--- src/rtl/fifo_burst_reader.sv ---
// fifo_burst_reader: pops a commanded number of words from a show-ahead FIFO
// into a one-word registered valid/ready output slot, flagging the final word.
module fifo_burst_reader #(
  parameter int DATA_WIDTH = 16,
  parameter int LEN_WIDTH  = 8
) (
  input  logic                  clk,
  input  logic                  rst,
  input  logic                  cmd_valid,
  input  logic [LEN_WIDTH-1:0]  cmd_len,
  output logic                  cmd_ready,
  output logic                  fifo_rd_en,
  input  logic [DATA_WIDTH-1:0] fifo_rd_data,
  input  logic                  fifo_empty,
  output logic                  out_valid,
  input  logic                  out_ready,
  output logic [DATA_WIDTH-1:0] out_data,
  output logic                  out_last,
  output logic                  busy,
  output logic                  done
);
  typedef enum logic [1:0] {IDLE, BURST, FLUSH} state_t;
  state_t                r_state, w_next;
  logic [LEN_WIDTH-1:0]  r_rem;
  logic [DATA_WIDTH-1:0] r_out_data;
  logic                  r_out_valid, r_out_last, r_done;
  logic                  w_cmd_hs, w_out_hs, w_pop, w_rem_one;
  assign w_cmd_hs   = cmd_valid && r_state == IDLE;
  assign w_out_hs   = r_out_valid && out_ready;
  assign w_rem_one  = r_rem == LEN_WIDTH'(1);
  // The slot may be refilled in the same cycle it drains, giving one word per cycle.
  assign w_pop      = r_state == BURST && !fifo_empty && (!r_out_valid || out_ready);
  assign cmd_ready  = r_state == IDLE;
  assign busy       = r_state != IDLE;
  assign fifo_rd_en = w_pop;
  assign out_valid  = r_out_valid;
  assign out_data   = r_out_data;
  assign out_last   = r_out_last;
  assign done       = r_done;
  always_ff @(posedge clk or posedge rst)
    if (rst) r_state <= IDLE;
    else     r_state <= w_next;
  always_comb begin
    w_next = r_state;
    if (r_state == IDLE && w_cmd_hs && cmd_len != '0) w_next = BURST;
    if (r_state == BURST && w_pop && w_rem_one)       w_next = FLUSH;
    if (r_state == FLUSH && w_out_hs)                 w_next = IDLE;
  end
  always_ff @(posedge clk or posedge rst) begin
    if (rst) begin
      r_rem       <= '0;
      r_out_data  <= '0;
      r_out_valid <= 1'b0;
      r_out_last  <= 1'b0;
      r_done      <= 1'b0;
    end else begin
      r_done <= (w_cmd_hs && cmd_len == '0) || (r_state == FLUSH && w_out_hs);
      if (w_cmd_hs)   r_rem <= cmd_len;
      else if (w_pop) r_rem <= r_rem - LEN_WIDTH'(1);
      if (w_pop) begin
        r_out_data  <= fifo_rd_data;
        r_out_valid <= 1'b1;
        r_out_last  <= w_rem_one;
      end else if (w_out_hs) begin
        r_out_valid <= 1'b0;
        r_out_last  <= 1'b0;
      end
    end
  end
endmodule

--- config.mk ---
export PLATFORM = sky130hd
export DESIGN_NAME = fifo_burst_reader
export DESIGN_NICKNAME = d
export VERILOG_FILES = /design/src/rtl/fifo_burst_reader.sv
export SDC_FILE = /design/constraint.sdc
export NUM_CORES = 1
export LEC_CHECK = 0
export BUFFER_PORTS_ARGS = -buffer_cell sky130_fd_sc_hd__buf_2
export CAP_MARGIN = 20
export CORE_ASPECT_RATIO = 1.2
export CORE_MARGIN = 1
export CORE_UTILIZATION = 47
export DETAILED_ROUTE_END_ITERATION = 12
export PLACE_DENSITY_LB_ADDON = 0.1
export SLEW_MARGIN = 20
export SYNTH_ARGS = -nofsm -noshare
export SYNTH_HDL_FRONTEND = slang
export SYNTH_SLANG_ARGS = --single-unit
--- constraint.sdc ---
create_clock -name clk -period 1.9 [get_ports clk]
set_input_delay 0.285 -clock clk [delete_from_list [all_inputs] [get_ports clk]]
set_output_delay 0.285 -clock clk [all_outputs]
set_load 0.02 [all_outputs]
=== After elaboration in Yosys (flattened, before gate mapping) ===
Cells that the tools add are included.

* Input port bits: 29
* Memories kept: 0
* Output and inout bits: 22
* Memory bits (writable): 0
* Latch bits: 0
* Flip-flop bits (word level): 29
* ROM bits: 0
* Word-level logic and storage cells: 39

* Divide/modulo/power cells: 0
* Muxes and demuxes: 8
* Magnitude comparators: 0
* Eq/ne operators: 3
* Add/sub/neg operators: 1
* Multipliers: 0
* Reductions and logical operators: 21
* Shift operators: 0
* Bitwise gates (word level): 0

{| class="wikitable"
|+ Operators by type and width
! kind !! number
|-
| 8-bit two-way mux || 2
|-
| 1-bit logical AND || 10
|-
| 8-bit by 1-bit == test with 1-bit output (second input constant) || 1
|-
| 8-bit logical NOT || 1
|-
| 8-bit nonzero test || 1
|-
| 8-bit by 1-bit subtractor with 8-bit output (second input constant) || 1
|-
| 2-bit two-way mux || 3
|-
| 2-bit nonzero test || 3
|-
| 1-bit two-way mux || 3
|-
| 3-bit nonzero test || 1
|-
| 2-bit by 1-bit == test with 1-bit output (second input constant) || 1
|-
| 2-bit == test (second input constant) || 1
|-
| 1-bit logical NOT || 2
|-
| 2-bit logical NOT || 1
|-
| 1-bit logical OR || 2
|}

=== Logic depth before layout (Yosys ltp) ===
* Depth after elaboration: 7
* Gate-level depth with buffers: 7
* Depth with buffers taken out: 6

=== Worst setup path before layout ===
No wires, ideal clock.

* Path type: reg-to-reg
* Start point: register r_state[1]
* End point: register r_rem[6]
* Cell stages (with the launch flop): 5
* Arrival time: 1404 ps
* Clock period less this slack: 1530 ps
* Buffers on the path: 0
* Path slack: 370 ps
* Required time: 1774 ps
* Library setup time: 126 ps
* Cell sequence: dfrtp_1 > or3b_4 > nor3_2 > a21oi_1 > a221o_1

* Word-level cells in the longest chain between the ends: 4
* Elaborated cells between the ends (all ways): 7
* Those cells by class: eq/ne: 1; mux: 1; reduce/logical: 5

{| class="wikitable"
|+ RTL lines
! item !! RTL line !! text
|-
| start, declared || 23 || <nowiki>state_t r_state, w_next;</nowiki>
|-
| start signal, assigned || 42 || <nowiki>else r_state <= w_next;</nowiki>
|-
| 2-bit by 1-bit == test with 1-bit output || 32 || <nowiki>assign w_pop = r_state == BURST && !fifo_empty && (!r_out_valid || out_ready);</nowiki>
|-
| 1-bit logical AND (2 in a row) || 32 ||
|-
| 2-bit nonzero test (no source line) || - ||
|-
| end signal, assigned || 58 || <nowiki>if (w_cmd_hs) r_rem <= cmd_len;</nowiki>
|-
| end signal, assigned || 59 || <nowiki>else if (w_pop) r_rem <= r_rem - LEN_WIDTH'(1);</nowiki>
|-
| end, declared || 24 || <nowiki>logic [LEN_WIDTH-1:0] r_rem;</nowiki>
|}

Parallel ways exist; a longest one is shown, timed or not.
A chain may end at the register's enable or synchronous reset.

=== Worst setup path in the final report ===
* Start point: register r_state[1]
* End point: output port fifo_rd_en

* Word-level cells in the longest chain between the ends: 3

{| class="wikitable"
|+ RTL lines
! item !! RTL line !! text
|-
| 2-bit by 1-bit == test with 1-bit output || 32 ||
|-
| 1-bit logical AND (2 in a row) || 32 ||
|-
| end, declared || 12 || <nowiki>output logic fifo_rd_en,</nowiki>
|}

No other way between the ends.

==> impl_metrics.json <==
{
  "status": "complete, no violations",
  "yosysWarningCount": 0,
  "clockRootBuffer": "clkbuf_4",
  "tightest_slew_ns": 0.507,
  "avgSynthCellArea_sq_um": 9.13,
  "drv_cap": 0,
  "drtAntennaViolNets": 0,
  "grt-ovfl-total": 0,
  "layout_min_cycle_time_ns": 1.79,
  "crit_slowest_cell": "dfrtp_2",
  "cpLargestDelayFamily": "flip-flops",
  "antenna_cells": 0,
  "yosysTopAreaCellShare_pct": 54.1,
  "die_h_um": 60.5,
  "die-area_sq_um": 3080,
  "busiest_layer": "met2",
  "crit_type": "flip-flop to output pin",
  "holdCritPathClass": "input pin to flip-flop",
  "place_inst": 231,
  "syn_nets": 178,
  "area_delta_synth_final_pct": 32.3,
  "cts.path.max_buffers": 2,
  "cts-buffers-inserted": 5,
  "powerDensity_nw_per_um2": 1590,
  "slowest_delay_ns": 0.46,
  "dr.first_iter.drc_count": 21,
  "vias": 1203,
  "htree_levels": 2,
  "wirelength_um": 3030,
  "dp_hpwl_um": 2320,
  "hold_slack_ns": 0.153,
  "grt_max_degree": 19,
  "grtUsageMet1_pct": 26.4,
  "num_rows": 20,
  "period_share_pct": 94.1,
  "synthTopCellsByArea": "dfrtp_1 54%, nand2_1 17%, nand2b_1 2.3%",
  "worstPathBufferInverterCount": 3,
  "yosys.area.top_type": "dfrtp_1",
  "via_per_inst": 4.95,
  "slew_headroom_pct": 66.2,
  "clock_latency_ns": 0.32,
  "die_w_um": 50.8,
  "coreArea_sq_um": 2630,
  "layoutNonFillerInstCount": 243,
  "pin_count": 51,
  "synth_seq_cells": 29,
  "synth_area_sq_um": 1340,
  "cts_tree": "yes",
  "grt_pass1_vias": 1158,
  "use_met3_pct": 7.52,
  "hold_viol": 0,
  "grt_usage_pct": 23.0,
  "cp.required_ns": 1.62,
  "end_kind": "output pin",
  "fin_skew_ns": 0.00405,
  "worstSetupStartpointType": "flip-flop",
  "fin_util_pct": 67.6,
  "wire_per_inst_um": 12.5,
  "synthCells": 147,
  "max_freq_mhz": 559,
  "yosysSeqAreaShare_pct": 54.1,
  "setup_violations": 0,
  "ys_types": 31,
  "clock_sinks": 29,
  "first_pass_iters": 4,
  "num-fill-cells": 234,
  "critPathMaxFanout": 11,
  "cp_cell_sequence": "nor3b_4 -> nand2_2 -> inv_1 -> buf_6 -> buf_2",
  "port_buffers": 50,
  "grt_pass1_wl_um": 5070,
  "place.gp.congestion": 0.872,
  "cp.arrival_ns": 1.50,
  "leakagePower_nw": 0.950,
  "drive_above_1_share_pct": 36.2,
  "antenna_found_initial": 0,
  "remaining_drc_errors": 0,
  "peakVddDrop_mv": 0.836,
  "gr-usage-met2_pct": 40.4,
  "final_nets": 241,
  "path_clk_slew_ns": 0.09,
  "slew_viol_final": 0,
  "total_power_mw": 2.83,
  "initial_core_util_pct": 51.1
}
==> stage by stage <==
stage	setup TNS, ns	cell area (sq um)	worst slack, ns
floorplan	0	1340	0.370
global placement	0	1670	0.306
detailed placement	0	1670	0.234
CTS	0	1750	0.0368
global route	-0.00304	1780	-0.00304
finish	0	1780	0.111
==> area by class of cell <==
| class | count | area, sq um | share of cell area (%) |
|---|---|---|---|
| Sequential cell | 29 | 727 | 40.9 |
| Inverter | 5 | 18.8 | 1.06 |
| Tap cell | 33 | 41.3 | 2.32 |
| Clock buffer | 7 | 55.1 | 3.10 |
| Timing Repair Buffer | 61 | 352 | 19.8 |
| Multi-Input combinational cell | 108 | 583 | 32.8 |
==> synth_stat cells <==
| cell | instances |
|---|---|
| nand2_1 | 60 |
| dfrtp_1 | 29 |
| nor2_1 | 7 |
| inv_1 | 5 |
| nand2b_1 | 5 |
| buf_2 | 4 |
| a21oi_1 | 3 |
| a221o_1 | 3 |
| nor4_1 | 3 |
| o21ai_0 | 3 |
| ha_1 | 2 |
| nor3_1 | 2 |
| nor4_2 | 2 |
| xor2_1 | 2 |
| a211o_1 | 1 |
| a21o_1 | 1 |
| clkbuf_1 | 1 |
| mux2_2 | 1 |
| nand3_1 | 1 |
| nand4_1 | 1 |
| nor2b_1 | 1 |
| nor3_2 | 1 |
| nor3b_1 | 1 |
| nor3b_2 | 1 |
| o211ai_1 | 1 |
| o21a_1 | 1 |
| o21ai_2 | 1 |
| o31ai_1 | 1 |
| or3b_2 | 1 |
| or3b_4 | 1 |
| xnor2_1 | 1 |
==> flip-flops by register name, indices dropped and copies added, names as in the netlist <==
signal     count
done           1
out_valid      1
out_last       1
r_state        2
out_data      16
r_rem          8
==> per-layer routing <==
layer | routed length (um) | part of all wire, %
met5 | 0 | 0
met2 | 1550 | 51
met4 | 46 | 1.5
met1 | 1270 | 42
met3 | 165 | 5.4
==> path summary, 6_finish.rpt <==
| check | startpoint | end | slack (ns) | cells past startpoint |
|---|---|---|---|---|
| setup / recovery | r_state[1] | fifo_rd_en | 0.11 | 5 |
| hold / removal | fifo_rd_data[5] | out_data[5] | 0.15 | 3 |
| setup reg to reg | r_state[0] | r_rem[6] | 0.19 | 5 |
| hold reg to reg | out_data[3] | out_data[3] | 0.47 | 2 |
| max in group asynchronous | rst | r_state[1] | 0.90 | 4 |
| min in group asynchronous | rst | out_data[12] | 0.53 | 3 |
==> what timing repair did <==
| item | in CTS | in global routing |
|---|---|---|
| endpoints found under the setup margin | 1 | 1 |
| pin swaps | 1 | 0 |
| gates resized for setup | 0 | 4 |
| buffers inserted | 2 | 2 |
| hold buffers | 1 | 0 |
| hold endpoints to repair | 11 | 0 |
==> tightest hold or removal path: stages <==
cell	delay [ns]
buf_2	0.07
nand2_1	0.04
nand2_1	0.05
==> cells by family (layout without fill, tap and decap cells) <==
| family | Yosys count | after routing | share of synthesized area (%) |
|---|---|---|---|
| fa+ha+maj | 2 | 2 | 1.86 |
| simple gates | 87 | 87 | 30.1 |
| mux | 1 | 1 | 0.839 |
| buf+inv | 10 | 73 | 3.17 |
| flops | 29 | 29 | 54.1 |
| xor+xnor | 3 | 3 | 1.96 |
| compound gates | 15 | 15 | 8.02 |
==> power breakdown <==
group	switching (mW)	total, mW	internal, mW
combinational	0.800	1.36	0.556
sequential	0.200	1.10	0.899
clock	0.199	0.373	0.174
total	1.20	2.83	1.63
==> layout by cell type (no fill, tap or decap), types with 2 or more instances in the layout <==
| master | synthesis | final |
|---|---|---|
| nor4_2 | 2 | 2 |
| inv_1 | 5 | 5 |
| buf_2 | 4 | 50 |
| nand2b_1 | 5 | 5 |
| nand2_1 | 60 | 59 |
| a21oi_1 | 3 | 3 |
| nor4_1 | 3 | 3 |
| nor2_1 | 7 | 7 |
| nor3_1 | 2 | 2 |
| dfrtp_1 | 29 | 28 |
| xor2_1 | 2 | 2 |
| o21ai_0 | 3 | 3 |
| ha_1 | 2 | 2 |
| a221o_1 | 3 | 3 |
| clkbuf_4 | 0 | 5 |
| buf_4 | 0 | 8 |
Note: power is estimated with default switching activity, not from simulation.
